<file path="src/rtl/id_ex_stage_pkg.sv">
// Shared pipeline definitions for the ID and EX stages: operand widths and
// the packed control word carried down the pipe.
package id_ex_stage_pkg;

    localparam int DATA_W = 32;
    localparam int REG_W  = 5;

    // Field order is also the bit order when the word is viewed as a vector.
    typedef struct packed {
        logic       reg_dst;
        logic       alu_src;
        logic       mem_to_reg;
        logic       reg_write;
        logic       mem_read;
        logic       mem_write;
        logic       branch;
        logic       jr_control;
        logic [1:0] alu_op;
    } ctrl_word_t;

    // An all-zero control word does no architectural work, so it is the bubble.
    localparam ctrl_word_t CTRL_NOP = '0;

endpackage

</file>
<file path="src/rtl/id_ex_stage_sat_counter.sv">
// Saturating up-counter with asynchronous clear, used to tally pipeline bubbles.
module sat_counter #(
    parameter int CNT_W = 16
) (
    input  logic             clk,
    input  logic             rst_n,
    input  logic             inc,
    output logic [CNT_W-1:0] count
);

    // Count up on each enabled edge, sticking at all-ones instead of wrapping.
    always_ff @(posedge clk or negedge rst_n) begin
        if (!rst_n) begin
            count <= '0;
        end else if (inc && (count != '1)) begin
            count <= count + 1'b1;
        end
    end

endmodule

</file>
<file path="src/rtl/id_ex_stage.sv">
// ID/EX pipeline register: captures the flush-gated ID control word, operands
// and register specifiers; supports freeze (hold) and NOP insertion (bubble).
module id_ex_stage #(
    parameter int DATA_W = id_ex_stage_pkg::DATA_W,
    parameter int REG_W  = id_ex_stage_pkg::REG_W,
    parameter int CNT_W  = 16
) (
    input  logic              clk,
    input  logic              reset_n,
    input  logic              ID_RegDst,
    input  logic              ID_ALUSrc,
    input  logic              ID_MemtoReg,
    input  logic              ID_RegWrite,
    input  logic              ID_MemRead,
    input  logic              ID_MemWrite,
    input  logic              ID_Branch,
    input  logic              ID_JRControl,
    input  logic [1:0]        ID_ALUOp,
    input  logic              id_valid,
    input  logic [DATA_W-1:0] id_pc4,
    input  logic [DATA_W-1:0] id_rd1,
    input  logic [DATA_W-1:0] id_rd2,
    input  logic [DATA_W-1:0] id_imm,
    input  logic [REG_W-1:0]  id_rs,
    input  logic [REG_W-1:0]  id_rt,
    input  logic [REG_W-1:0]  id_rd,
    input  logic              hold,
    input  logic              bubble,
    output logic              EX_RegDst,
    output logic              EX_ALUSrc,
    output logic              EX_MemtoReg,
    output logic              EX_RegWrite,
    output logic              EX_MemRead,
    output logic              EX_MemWrite,
    output logic              EX_Branch,
    output logic              EX_JRControl,
    output logic [1:0]        EX_ALUOp,
    output logic              ex_valid,
    output logic [DATA_W-1:0] ex_pc4,
    output logic [DATA_W-1:0] ex_rd1,
    output logic [DATA_W-1:0] ex_rd2,
    output logic [DATA_W-1:0] ex_imm,
    output logic [REG_W-1:0]  ex_rs,
    output logic [REG_W-1:0]  ex_rt,
    output logic [REG_W-1:0]  ex_rd,
    output logic [CNT_W-1:0]  bubble_cnt
);

    import id_ex_stage_pkg::*;

    ctrl_word_t id_ctrl;
    ctrl_word_t ex_ctrl;

    assign id_ctrl = '{
        reg_dst:    ID_RegDst,
        alu_src:    ID_ALUSrc,
        mem_to_reg: ID_MemtoReg,
        reg_write:  ID_RegWrite,
        mem_read:   ID_MemRead,
        mem_write:  ID_MemWrite,
        branch:     ID_Branch,
        jr_control: ID_JRControl,
        alu_op:     ID_ALUOp
    };

    // Pipeline register: hold freezes everything, bubble loads a NOP, else load ID.
    // NOTE: every register here uses <= so all fields update together on the edge.
    always_ff @(posedge clk or negedge reset_n) begin
        if (!reset_n) begin
            ex_ctrl  <= CTRL_NOP;
            ex_valid <= 1'b0;
            ex_pc4   <= '0;
            ex_rd1   <= '0;
            ex_rd2   <= '0;
            ex_imm   <= '0;
            ex_rs    <= '0;
            ex_rt    <= '0;
            ex_rd    <= '0;
        end else if (hold) begin
            // Upstream stalls too, so the ID instruction waits rather than being lost.
        end else if (bubble) begin
            ex_ctrl  <= CTRL_NOP;
            ex_valid <= 1'b0;
            ex_pc4   <= '0;
            ex_rd1   <= '0;
            ex_rd2   <= '0;
            ex_imm   <= '0;
            ex_rs    <= '0;
            ex_rt    <= '0;
            ex_rd    <= '0;
        end else begin
            ex_ctrl  <= id_ctrl;
            ex_valid <= id_valid;
            ex_pc4   <= id_pc4;
            ex_rd1   <= id_rd1;
            ex_rd2   <= id_rd2;
            ex_imm   <= id_imm;
            ex_rs    <= id_rs;
            ex_rt    <= id_rt;
            ex_rd    <= id_rd;
        end
    end

    assign EX_RegDst    = ex_ctrl.reg_dst;
    assign EX_ALUSrc    = ex_ctrl.alu_src;
    assign EX_MemtoReg  = ex_ctrl.mem_to_reg;
    assign EX_RegWrite  = ex_ctrl.reg_write;
    assign EX_MemRead   = ex_ctrl.mem_read;
    assign EX_MemWrite  = ex_ctrl.mem_write;
    assign EX_Branch    = ex_ctrl.branch;
    assign EX_JRControl = ex_ctrl.jr_control;
    assign EX_ALUOp     = ex_ctrl.alu_op;

    // Only bubbles that actually reach the register count; a held bubble does not.
    sat_counter #(
        .CNT_W (CNT_W)
    ) u_bubble_cnt (
        .clk   (clk),
        .rst_n (reset_n),
        .inc   (bubble & ~hold),
        .count (bubble_cnt)
    );

endmodule

</file>
<file path="config.mk">
export PLATFORM = sky130hd
export DESIGN_NAME = id_ex_stage
export DESIGN_NICKNAME = d
export VERILOG_FILES = /design/src/rtl/id_ex_stage_pkg.sv /design/src/rtl/id_ex_stage_sat_counter.sv /design/src/rtl/id_ex_stage.sv
export SDC_FILE = /design/constraint.sdc
export NUM_CORES = 1
export LEC_CHECK = 0
export CORE_UTILIZATION = 45
export CTS_CLUSTER_SIZE = 40
export DETAILED_ROUTE_END_ITERATION = 10
export HOLD_SLACK_MARGIN = 0.06
export PLACE_DENSITY = 0.86
export SYNTH_ARGS = -nofsm -noshare
export SYNTH_HDL_FRONTEND = slang
export SYNTH_SLANG_ARGS = --single-unit
</file>
<file path="constraint.sdc">
create_clock -name clk -period 4.7 [get_ports clk]
set_input_delay 0.94 -clock clk [delete_from_list [all_inputs] [get_ports clk]]
set_output_delay 0.94 -clock clk [all_outputs]
set_load 0.05 [all_outputs]
</file>
Yosys cells after proc, flatten, opt, wreduce, memory -nomap -nowiden
Index checks and enable logic that the tools add are counted.

Bits of input ports: 158. Logic and storage cells: 32. Register bits after elaboration: 170.

Eq/ne operators: 1. Bitwise gates (word level): 2. Add/subtract/negate cells: 1. Reduce and logical (&&, ||, !) cells: 1. Muxes and demuxes: 9.

Operators with widths (count): 32-bit two-way mux (4); 16-bit by 1-bit adder with 16-bit output (second input constant) (1); 16-bit != test (second input constant) (1); 5-bit two-way mux (3); 10-bit two-way mux (1); 1-bit bitwise AND (1); 1-bit logical AND (1); 1-bit two-way mux (1); 1-bit inverter (1).

Logic depth before layout (Yosys ltp)
Depth in word-level cells: 3. Mapped depth: 5.

Cells and area by module
Synthesis repeated with hierarchy kept, for this count alone.

Cells, all modules: 724. Area, all modules: 7309.5 sq um.

Modules (own cells, without submodules): id_ex_stage (cells each 647, area an instance 6424.9 sq um, times used 1); sat_counter (cells each 77, area an instance 884.6 sq um, times used 1).

Worst setup path before layout
OpenSTA, ideal clock, no wires.

Path type: register to register. Start point: register u_bubble_cnt.count[0]. End point: register u_bubble_cnt.count[1]. Stages on the path, launching flop included: 6. Period minus slack after synthesis: 1931 ps. Setup slack: 2769 ps. Arrival: 1806 ps. Path buffers: 0. Cell sequence: dfrtp_1 -> ha_1 -> and3_1 -> nand4_4 -> o21ai_4 -> mux2_4.

Cells in the longest elaborated chain, start to end: 2.

Ends and longest elaborated chain: from (decl) (line id_ex_stage_sat_counter.sv:8) `output logic [CNT_W-1:0] count`; from (signal assigned) (line id_ex_stage_sat_counter.sv:16) `count <= count + 1'b1;`; branches (longest 2 deep; another with 16-bit by 1-bit adder with 16-bit output).

Parallel ways; which one is timed is not known. A chain may end at the register's enable or synchronous reset.

Worst setup path in the final report
Start point: register u_bubble_cnt.count[11]. End point: output bubble_cnt[11].

RTL lines: to (decl) (line id_ex_stage.sv:46) `output logic [CNT_W-1:0] bubble_cnt`.

No word-level cell between the ends.

==> summary.md <==
| Metric | Value |
|---|---|
| Outcome | finished, final reports clean |
| Min Tclk post-route | 2.71 ns |
| P_leak | 4.65 nW |
| Critical path fanouts, max | 6 |
| Clock Latency Late Sink | 0.42 ns |
| Critical path cell sequence | clkdlybuf4s50_1 |
| Hpwl dp | 14,100 um |
| Via count | 5,999 |
| Worst rel slew slack | 31.3% |
| Vias per cell | 4.83 |
| Drt total wl | 20,000 um |
| RSZ-0062 raised after global routing | false |
| CTS Buffer Depth | 2 |
| Setup ws final | 1.99 ns |
| Max-cap check violation count | 0 |
| Sequential-to-total area share from yosys stat | 59.8% |
| Ports | 328 |
| Gr ovfl total | 0 |
| Wire per inst | 16.1 um |
| Core ar. | 15,300 um2 |
| DIE WIDTH | 128 um |
| Antenna cells | 0 |
| CP Capture Type | primary output |
| Vias in the first global route | 5,854 |
| Fillcell total | 1,169 |
| P per Cell Area | 378 nW/um2 |
| Worst Tran Pin Value | 1.03 ns |
| Max incr delay on CP | 0.86 ns |
| Post-Route Skew | 0.00508 ns |
| Effective utilization at floorplan | 46.5% |
| FMAX | 369 MHz |
| Fraction of layout cells with a size suffix above 1 | 4.56% |
| # rows | 45 |
| Required @ worst endpoint | 3.76 ns |
| Yosys Warn Count | 0 |
| Post-Syn Area | 7120 um2 |
| H-tree depth | 4 |
| # Post-CTS Setup Buffers | 0 |
| Buffers on Ports | 327 |
| Synthesized instance count | 716 |
| Total CTS buffers | 17 |
| Average cell area after synthesis | 9.94 um2 |
| Post-Place Setup Slack | 1.87 ns |
| Initial antenna violation count | 0 |
| # DRC | 0 |
| 1st-iter DRT viols | 343 |
| # setup viols final | 0 |
| # clock sinks | 170 |
| CP Class | reg2out |
| Seq cells post-synth | 170 |
| Hold Crit Class | reg2reg |
| Slowest-stage cell, CP | clkdlybuf4s50_1 |
| Area grow syn2layout | 55.7% |
| Hold Buf Count CTS | 0 |
| Fin crit share | 57.7% |
| Syn_nets | 875 |
| CTS tree | yes |
| Vert. Die Dim | 128 um |
| RePlAce Congestion | 0.799 |
| Root cell of the clock tree | clkbuf_16 |
| First-pass DRT Iterations | 4 |
| Die Area | 16,300 um2 |
| All-Layer GR Usage | 25.1% |
| Number of gates resized after cts | 0 |
| Slew Viols, Final | 0 |
| Final Hold Fails | 0 |
| Setup_tns | 0 ns |
| Setup crit start kind | flop |
| Worst-path clk slew | 0.07 ns |
| DRT antenna net count | 0 |
| Crit path arrival time | 1.77 ns |
| First-pass GRT wire length | 31,300 um |
| Bufs and invs on worst path | 1 |
| Yosys cell types | 28 |
| CP delay by family, top | buffers and inverters |
| Worst vdd ir | 0.249 mV |
| Pin count of the biggest net entering global routing | 159 |
| Final #Nets | 1,176 |
==> synth_stat cells <==
cell	number	area [um2]
ha_1	1	12.5
nand4_1	3	18.8
nor3_2	2	20.0
buf_4	1	7.51
buf_2	12	60.1
nand2b_1	146	913
nand4_4	1	21.3
o211ai_1	3	22.5
inv_1	1	3.75
a31oi_1	1	6.26
nand3_2	1	10.0
nand2_1	147	552
nor2b_1	1	6.26
and3_2	1	7.51
nand4b_1	2	17.5
mux2_4	1	15.0
and4_1	2	17.5
xnor2_1	14	123
o21ai_4	1	16.3
nand3_1	6	30.0
nor2_1	3	11.3
buf_1	3	11.3
and3_1	3	18.8
o21ai_0	146	731
a22o_1	9	78.8
dfrtp_1	170	4250
a21oi_1	1	5.00
clkbuf_1	34	128
==> sequential cells by signal (all words and copies together), names as in the netlist, 2 cells and up <==
name	flops
EX_ALUOp	2
ex_imm	32
ex_pc4	32
ex_rd	5
ex_rd1	32
ex_rd2	32
ex_rs	5
ex_rt	5
u_bubble_cnt.count	16
==> metrics by stage <==
stage | cells | area (um2) | hold WS [ns] | power (mW) | util [%]
after floorplan | 716 | 7120 | 0.644 | 2.33 | -
after global placement | 1209 | 10500 | 0.464 | 2.80 | 68.5
after detailed placement | 1209 | 10500 | 0.472 | 2.82 | 68.5
after CTS | 1241 | 11100 | 0.488 | 4.23 | 72.4
after global routing | 1241 | 11100 | 0.503 | 4.37 | 72.4
final | 1241 | 11100 | 0.481 | 4.19 | 72.4
==> power breakdown <==
part           internal, mW  switching (mW)  leakage (nW)
combinational         0.420           0.686          2.14
sequential             1.59          0.0985          2.22
clock                 0.795           0.605         0.291
total                  2.80            1.39          4.65
==> metal layers <==
metal / up-vias / GRT usage (%) / part of all wire, %
met5: - / 0 / 0
met4: 0 / 10.9 / 3.1
met3: 37 / 8.10 / 7.8
met2: 234 / 42.0 / 50
met1: 2790 / 29.5 / 40
li1: 2938 / - / -
==> cells by family after synthesis <==
group                      Yosys count  synth area share, %
AOI/OAI and AO/OA                  161                 12.1
xor gates and xnor gates            14                 1.72
adders and majority gates            1                0.176
buffers and inverters               51                 2.95
DFF                                170                 59.8
muxes                                1                0.211
and+or+nand+nor                    318                 23.1
==> worst paths after layout <==
kind / startpoint / to / slack (ns) / cells past startpoint
worst max-delay path: u_bubble_cnt.count[11] / bubble_cnt[11] / 1.99 / 1
worst max register to register: u_bubble_cnt.count[0] / u_bubble_cnt.count[1] / 2.95 / 5
max in group asynchronous: reset_n / ex_rd2[15] / 3.13 / 2
min in group asynchronous: reset_n / ex_rd2[30] / 0.53 / 1
worst min-delay path: ex_pc4[22] / ex_pc4[22] / 0.48 / 2
worst min register to register: ex_pc4[22] / ex_pc4[22] / 0.48 / 2
==> area by class of cell <==
type                    instances  area (um2)  area share (%)
clock inverters                15         164            1.48
repair buffers                332        3320            30.0
inverters                       1        3.75          0.0339
multi-input cells             495        2650            23.9
flip-flops and latches        170        4250            38.4
well taps                     211         264            2.38
clock buffers                  17         425            3.84
==> placed cells by master (no fill, tap or decap), drive strengths merged, types with 5 or more instances in the layout <==
cell type      count
nand3              7
o21ai            147
inv                8
nand2b           146
clkbuf            17
a22o               9
clkinv             5
nand2            147
dfrtp            170
xnor2             14
buf                8
clkdlybuf4s50    324
(Power assumes the default switching activity.)
